File: config.mk
export PLATFORM = sky130hd
export DESIGN_NAME = sdram_ctrl
export DESIGN_NICKNAME = d
export VERILOG_FILES = /design/src/rtl/sdram_ctrl.sv
export SDC_FILE = /design/constraint.sdc
export NUM_CORES = 1
export LEC_CHECK = 0
export BUFFER_PORTS_ARGS = -buffer_cell sky130_fd_sc_hd__clkbuf_2
export CAP_MARGIN = 20
export CORE_AREA = 10 10 80 109
export DETAILED_ROUTE_END_ITERATION = 8
export DIE_AREA = 0 0 90 119
export MAX_ROUTING_LAYER = met4
export PLACE_DENSITY_LB_ADDON = 0.3
export SLEW_MARGIN = 40
export SYNTH_ARGS = -nofsm -noshare
export SYNTH_HDL_FRONTEND = slang
export SYNTH_SLANG_ARGS = --single-unit
File: constraint.sdc
create_clock -name clk_100m -period 2.7 [get_ports clk_100m]
set_input_delay 0.54 -clock clk_100m [delete_from_list [all_inputs] [get_ports clk_100m]]
set_output_delay 0.54 -clock clk_100m [all_outputs]
set_load 0.05 [all_outputs]
File: src/rtl/sdram_ctrl.sv
// SDRAM controller sequencing core: power-up init, then refresh/write/read arbitration.
// Drives state and cycle-count buses to the downstream command encoder.
module sdram_ctrl #(
  parameter int unsigned T_POWERUP  = 20000,
  parameter int unsigned T_RP       = 3,
  parameter int unsigned T_RFC      = 7,
  parameter int unsigned T_MRD      = 3,
  parameter int unsigned T_RCD      = 3,
  parameter int unsigned CL         = 3,
  parameter int unsigned T_DAL      = 5,
  parameter int unsigned REF_PERIOD = 780
) (
  input  logic        clk_100m,
  input  logic        rst_n,
  input  logic        sdram_wr_req,
  input  logic        sdram_rd_req,
  input  logic [8:0]  sdwr_bytes,
  input  logic [8:0]  sdrd_bytes,
  output logic [3:0]  init_state,
  output logic [3:0]  work_state,
  output logic [15:0] cnt_clk,
  output logic        sys_r_wn,
  output logic        sdram_init_done,
  output logic        sdram_wr_ack,
  output logic        sdram_rd_ack,
  output logic        sdram_busy
);

  localparam int unsigned CNT_W = 16;
  localparam int unsigned LEN_W = 10;
  localparam int unsigned REF_W = 10;

  typedef enum logic [3:0] {
    I_NOP, I_PRECHARGE, I_TRP, I_AUTO_REFRESH1, I_TRF1,
    I_AUTO_REFRESH2, I_TRF2, I_MRS, I_TMRD, I_DONE
  } init_e;

  typedef enum logic [3:0] {
    W_IDLE, W_ACTIVE, W_TRCD, W_READ, W_CL, W_RD,
    W_WRITE, W_WD, W_TDAL, W_AR, W_TRFC
  } work_e;

  init_e             init_q, i_next;
  work_e             work_q, w_next;
  logic [CNT_W-1:0]  cnt_q;
  logic [LEN_W-1:0]  burst_len;
  logic [REF_W-1:0]  ref_cnt;
  logic              ref_pend;
  logic              grant_wr, grant_rd;
  logic              state_chg;

  // Init sequence: each state of N cycles exits when cnt_q = N-1
  always_comb begin
    i_next = init_q;
    case (init_q)
      I_NOP:           if (cnt_q == CNT_W'(T_POWERUP - 1)) i_next = I_PRECHARGE;
      I_PRECHARGE:     i_next = I_TRP;
      I_TRP:           if (cnt_q == CNT_W'(T_RP - 2)) i_next = I_AUTO_REFRESH1;
      I_AUTO_REFRESH1: i_next = I_TRF1;
      I_TRF1:          if (cnt_q == CNT_W'(T_RFC - 2)) i_next = I_AUTO_REFRESH2;
      I_AUTO_REFRESH2: i_next = I_TRF2;
      I_TRF2:          if (cnt_q == CNT_W'(T_RFC - 2)) i_next = I_MRS;
      I_MRS:           i_next = I_TMRD;
      I_TMRD:          if (cnt_q == CNT_W'(T_MRD - 2)) i_next = I_DONE;
      I_DONE:          i_next = I_DONE;
      default:         i_next = I_NOP;
    endcase
  end

  // Work FSM with refresh > write > read priority in idle
  always_comb begin
    w_next   = work_q;
    grant_wr = 1'b0;
    grant_rd = 1'b0;
    if (init_q == I_DONE) begin
      case (work_q)
        W_IDLE: begin
          if (ref_pend) begin
            w_next = W_AR;
          end else if (sdram_wr_req) begin
            w_next   = W_ACTIVE;
            grant_wr = 1'b1;
          end else if (sdram_rd_req) begin
            w_next   = W_ACTIVE;
            grant_rd = 1'b1;
          end
        end
        W_AR:     w_next = W_TRFC;
        W_TRFC:   if (cnt_q == CNT_W'(T_RFC - 2)) w_next = W_IDLE;
        W_ACTIVE: w_next = W_TRCD;
        W_TRCD:   if (cnt_q == CNT_W'(T_RCD - 2)) w_next = sys_r_wn ? W_WRITE : W_READ;
        W_WRITE:  w_next = (burst_len == LEN_W'(1)) ? W_TDAL : W_WD;
        W_WD:     if (cnt_q == CNT_W'(burst_len) - CNT_W'(2)) w_next = W_TDAL;
        W_TDAL:   if (cnt_q == CNT_W'(T_DAL - 1)) w_next = W_IDLE;
        W_READ:   w_next = W_CL;
        W_CL:     if (cnt_q == CNT_W'(CL - 2)) w_next = W_RD;
        W_RD:     if (cnt_q == CNT_W'(burst_len) - CNT_W'(1)) w_next = W_IDLE;
        default:  w_next = W_IDLE;
      endcase
    end
  end

  assign state_chg = (i_next != init_q) || (w_next != work_q);

  // All state and handshakes registered; acks track the next work state so they align with it
  always_ff @(posedge clk_100m or negedge rst_n) begin
    if (!rst_n) begin
      init_q          <= I_NOP;
      work_q          <= W_IDLE;
      cnt_q           <= '0;
      sys_r_wn        <= 1'b1;
      burst_len       <= LEN_W'(1);
      sdram_init_done <= 1'b0;
      sdram_wr_ack    <= 1'b0;
      sdram_rd_ack    <= 1'b0;
      sdram_busy      <= 1'b1;
      ref_cnt         <= '0;
      ref_pend        <= 1'b0;
    end else begin
      init_q <= i_next;
      work_q <= w_next;
      if (state_chg)
        cnt_q <= '0;
      else if (cnt_q != {CNT_W{1'b1}})
        cnt_q <= cnt_q + CNT_W'(1);
      if (grant_wr) begin
        sys_r_wn  <= 1'b1;
        burst_len <= {(sdwr_bytes == 9'd0), sdwr_bytes};
      end else if (grant_rd) begin
        sys_r_wn  <= 1'b0;
        burst_len <= {(sdrd_bytes == 9'd0), sdrd_bytes};
      end
      sdram_init_done <= (i_next == I_DONE);
      sdram_wr_ack    <= (w_next == W_WRITE) || (w_next == W_WD);
      sdram_rd_ack    <= (w_next == W_RD);
      sdram_busy      <= !(sdram_init_done && (w_next == W_IDLE));
      if (init_q == I_DONE) begin
        if (ref_cnt == REF_W'(REF_PERIOD - 1)) begin
          ref_cnt  <= '0;
          ref_pend <= 1'b1;
        end else begin
          ref_cnt <= ref_cnt + REF_W'(1);
        end
      end
      // Entering refresh consumes the pending request, absorbing a coincident expiry
      if (w_next == W_AR)
        ref_pend <= 1'b0;
    end
  end

  assign init_state = init_q;
  assign work_state = work_q;
  assign cnt_clk    = cnt_q;

endmodule
After elaboration in Yosys (flattened, before gate mapping)
Cells that the tools add are included.
Widths: inputs -> output; s select.

operators by class
  add/subtract/negate cells = 4
  eq/ne operators = 35
  multiplexer cells = 38
  reductions and logical operators = 14

operator list
  cell                   count
  $mux 4                 16
  $eq 4x3->1 const B     11
  $pmux 4 s11            1
  $pmux 4 s10            1
  $eq 16x16->1           2
  $eq 16x3->1 const B    2
  $mux 16                2
  $mux 10                3
  $eq 4x4->1 const B     7
  $logic_not 9->1        2
  $add 16x1->16 const B  1
  $eq 16x1->1 const B    1
  $eq 16x15->1 const B   1
  $eq 4x2->1 const B     4
  $ne 16x16->1 const B   1
  $mux 1                 14
  $logic_not 4->1        3
  $sub 10x1->11 const B  1
  $sub 10x2->11 const B  1
  $add 10x1->10 const B  1
  $eq 10x1->1 const B    1
  $eq 10x10->1 const B   1
  $eq 4x1->1 const B     2
  $ne 4x4->1             2
  other kinds (6)        10

storage, ports and cells
  register bits after elaboration = 50
  bits of input ports = 22

Logic depth before layout (Yosys ltp)
  depth after elaboration = 8
  gate-level depth with buffers = 11
  gate-level depth less buffers = 10

Least setup slack after synthesis
OpenSTA, ideal clock, no wires.

  kind = register -> register
  start point = reg cnt_q[7] (netlist: cnt_clk[7])
  end point = reg sdram_busy
  data arrival time = 2.772 ns
  required time = 2.606 ns
  slack = -0.166 ns
  stages on the path, launching flop included = 10
  path buffers = 1
  cell sequence = dfrtp_1 buf_2 xnor2_1 or3b_1 a21oi_2 o221ai_2 o21ai_2 a21oi_1 or3b_4 or4_1

between the ends
  cells in the longest elaborated chain, start to end = 7

RTL lines
  element                               line  RTL
  start, declared                       45    logic [CNT_W-1:0] cnt_q;
  start signal, assigned                125   cnt_q <= cnt_q + CNT_W'(1);
  $eq 16x16->1 (tied with other cells)  97    W_RD: if (cnt_q == CNT_W'(burst_len) - CNT_W'(1)) w_next = W_IDLE;
  $mux 4 (tied with other cells)        97
  $pmux 4 s11 *                         76    case (work_q)
  $mux 4 *                              75    if (init_q == I_DONE) begin
  via w_next[2]                         44    work_e work_q, w_next;
  $logic_not 4->1 *                     136   sdram_busy <= !(sdram_init_done && (w_next == W_IDLE));
  $logic_and 1x1->1 *                   136
  $logic_not 1->1 *                     136
  end signal, assigned                  136
  end, declared                         26    output logic sdram_busy

The timed path passes the listed nets; every way through them passes the cells marked *.
A chain may end at the register's enable or synchronous reset.

Worst setup path after layout
  start point = reg burst_len[7]
  end point = reg sdram_busy

between the ends
  cells in the longest elaborated chain, start to end = 8

RTL lines
  element                                                line    RTL
  start, declared                                        46      logic [LEN_W-1:0] burst_len;
  start signal, assigned                                 128     burst_len <= {(sdwr_bytes == 9'd0), sdwr_bytes};
  start signal, assigned                                 131     burst_len <= {(sdrd_bytes == 9'd0), sdrd_bytes};
  $sub 10x1->11 / $sub 10x2->11 (equally long branches)  97, 93
  $eq 16x16->1 (on tied branches)                        97, 93
  $mux 4 (on tied branches)                              97, 93
  $pmux 4 s11 *                                          76
  $mux 4 *                                               75
  via w_next[2]                                          44
  $logic_not 4->1 *                                      136
  $logic_and 1x1->1 *                                    136
  $logic_not 1->1 *                                      136

Marks and branches as above.

==> summary.txt <==
Clock network
  • Clock H-tree levels: 2
  • Master cell of the clock root buffer: clkbuf_8
  • Number of CTS-inserted buffers: 5
  • TritonCTS clock tree: built
  • Post-cts hold buffer count: 0
  • Clock Latency Late Sink: 0.32 ns
  • Deepest clock path buffer count: 2
  • Clock-pin slew on the worst setup and hold paths: 0.09 ns
  • Clk sink count: 50

STA
  • Tmin final: between 2 and 3 ns
  • Post-Route Skew: 0.01171 ns
  • Setup repair after global routing missed its margin: true
  • Actual slew at the worst max-slew pin: 0.6850 ns
  • Slew margin rel.: 53.91%
  • Worst setup slack after layout: -0.04095 ns
  • Maximum operating frequency: 364.8 MHz
  • Worst hold slack: roughly 0.31 ns
  • Slew Limit Fails: 0
  • Part of the cycle the worst path needs: 101.5%
  • Total count of hold-check failures in the final report: 0
  • Final setup violating endpoints: 1

Synthesis
  • Top cells by count, synth: 47 x dfrtp_1, 47 x nor2_1, 43 x nand2_1
  • Top cells by area in the synthesized netlist: dfrtp_1 35%, xnor2_1 6.5%, nor2_1 5.2%
  • Syn_nets: between 400 and 500
  • Portion of synthesized cell area occupied by the leading cell type: 34.79%
  • Proportion of synthesized chip area in sequential cells: a little under two fifths
  • Synth warnings: 0
  • Post-synthesis async set-or-reset flop share: 100.0%
  • Instance count of the mapped netlist: 402
  • Number of enable-type register cells in the synthesized netlist: 0
  • Cell taking the most area after synthesis: dfrtp_1
  • Mean cell area of the mapped netlist: 8.410 sq um
  • Commonest register cell after synthesis: dfrtp_1
  • Synthesis-stage register bit count: 50
  • Number of distinct library cell variants in the gate-level netlist after synthesis: 55
  • Post-synthesis instance area: roughly 3400 sq um

Route
  • Routed wirelength normalized by instance count: 16.39 microns
  • Detailed Routing Iterations Pass 1: 5
  • Vias per Instance: 5.624
  • DRC violation total after the first TritonRoute iteration: 199
  • Remaining routing DRC violations: 0
  • Via total after detailed routing: between 3000 and 4000
  • Total detailed-routing wirelength: 9620 microns
  • Post-route ant nets: 0

Cells and area
  • Share of the core filled with cells in the final layout: a little over three fifths
  • NumNets Final: 520
  • Cell area after layout: 4295 sq um
  • Fraction of final layout cells sized beyond drive strength 1: between 20% and 30%
  • Fillcell total: 589
  • Antenna Diode Count: 0
  • Area growth from synthesis to final layout: 27.05%

Floorplanning
  • Chip Height: 119 microns
  • Row Count: 36
  • Area of the die: 10710 sq um
  • Width of the die: roughly 90 microns
  • I/O pin cnt: 51
  • Total core area: 6802 sq um
  • Initial core utilization: 49.71%

Power and ir drop
  • PwrDens: ~280 nW/um^2
  • Static Leakage: 0.001951 uW
  • Final total power: between 1000 and 1500 uW
  • Peak supply drop: ~0.29 mV

Outcome
  • Violations in the final reports: setup timing
  • Outcome: finished with violations

Hold path
  • Path category of the worst min-delay check: in2async

Place
  • Final weighted congestion of routability-driven global placement: 0.9956
  • HPWL reported at the end of detailed placement: 7394 microns
  • Placed standard-cell area: around 4100 sq um
  • Quantity of I/O buffers inserted on ports: 50

Global route
  • Initial antenna violation count: 0
  • Number of global-route vias before repair: 3320
  • Wire length of the first global-routing pass: between 15000 and 20000 microns
  • Global route total overflow: 0
  • Largest net degree at the start of global routing: 51
  • Total GRT Usage: 18.03%

Worst setup path
  • Critical path required time: between 2 and 3 ns
  • Kind of start point of the critical path: register
  • Crit path arrival time: 2.97 ns
  • Kind of end point of the critical path: register
  • Class of the most critical setup path: reg2reg
  • Top fanout value on the critical path: 3

Flow run
  • MaxCap Viol Count: 0
worst paths after layout:
| kind | from | to | slack (ns) | depth (start not counted) |
|---|---|---|---|---|
| min reg2reg | ref_cnt[7] | ref_cnt[7] | 0.50 | 1 |
| max in group asynchronous | rst_n | burst_len[3] | 1.90 | 2 |
| max | burst_len[7] | sdram_busy | -0.04 | 9 |
| min in group clk_100m | ref_cnt[7] | ref_cnt[7] | 0.50 | 1 |
| max reg2reg | burst_len[7] | sdram_busy | -0.04 | 9 |
| min | rst_n | cnt_clk[15] | 0.31 | 2 |
placed cells by master (no fill, tap or decap), types with 3 or more instances in the layout:
cell type / n
and3_1: 9
buf_4: 49
clkbuf_2: 50
o31ai_1: 4
nor2_1: 47
dfrtp_1: 42
nor3b_1: 6
nand3_1: 18
ha_1: 6
mux2i_1: 3
and2_1: 7
nand2_1: 42
a31oi_1: 3
dfrtp_2: 5
nand4_1: 14
inv_1: 6
a21oi_1: 12
nand3b_1: 3
o21ai_0: 15
xnor2_1: 25
or3_1: 3
nor2b_1: 4
o22ai_1: 6
nor3_1: 18
dfstp_2: 3
nor4_1: 6
clkbuf_8: 5
xor2_1: 16
nand2b_1: 5
a21o_1: 3
flip-flops by register name, indices dropped and copies added, names as in the netlist, 4 cells and up:
signal and flops:
work_state 4, burst_len 10, init_state 4, cnt_clk 16, ref_cnt 10
power by group:
part           internal (uW)  leakage (uW)  switching [uW]
registers                748      0.000657               0
clock network            180     0.0000450             250
logic                   14.9       0.00125            25.6
layout make-up:
class	count	area [sq um]	area share, %
timing repair buffer	102	674.4	15.70
tap	95	118.9	2.767
sequential	50	1261	29.36
inverter	7	26.28	0.6117
clock buffer	6	72.57	1.689
multi-input combinational	325	2132	49.64
clock inverter	2	10.01	0.2330
kinds of logic after synthesis:
logic type / Yosys count / synth area share (%)
AND/OR/NAND/NOR: 203 / 31.09
AO/OA/AOI/OAI: 69 / 13.80
flip-flops: 50 / 37.12
XOR/XNOR: 41 / 10.62
buffers and inverters: 27 / 3.220
adder cells (fa/ha/maj): 7 / 2.591
multiplexers: 5 / 1.554
repair_timing:
item	4_1_cts	5_1_grt
pin swaps	8	4
endpoints found under the setup margin	1	17
gates cloned	0	1
resized for setup	8	13
setup buffers	4	0
per-stage QoR:
stage | setup TNS [ns] | std cells | worst slack, ns
floorplan | -0.04718 | 402 | -0.04718
global placement | -0.02975 | 575 | -0.02975
detailed placement | -0.06813 | 575 | -0.06813
CTS | 0 | 587 | 0.002268
global route | -0.1571 | 587 | -0.1202
finish | -0.04095 | 587 | -0.04095
routing by layer:
layer / global-route usage, % / vias to the layer above / routed length, microns / part of all wire (%)
met5: - / - / 0 / 0
met4: 7.485 / 0 / 237 / 2.5
met3: 2.640 / 20 / 322 / 3.3
met2: 33.29 / 77 / 5418 / 56
met1: 18.62 / 1581 / 3642 / 38
li1: - / 1623 / - / -
critical path, cell delays in order, from the launching register on:
cell and delay (ns):
dfrtp_1 0.40, buf_6 0.13, or4_4 0.54, nor3_4 0.14, xnor2_1 0.16, nand3_1 0.15
o21ai_2 0.22, a21oi_2 0.09, or3b_4 0.42, or4_1 0.41
(Power assumes the default switching activity.)
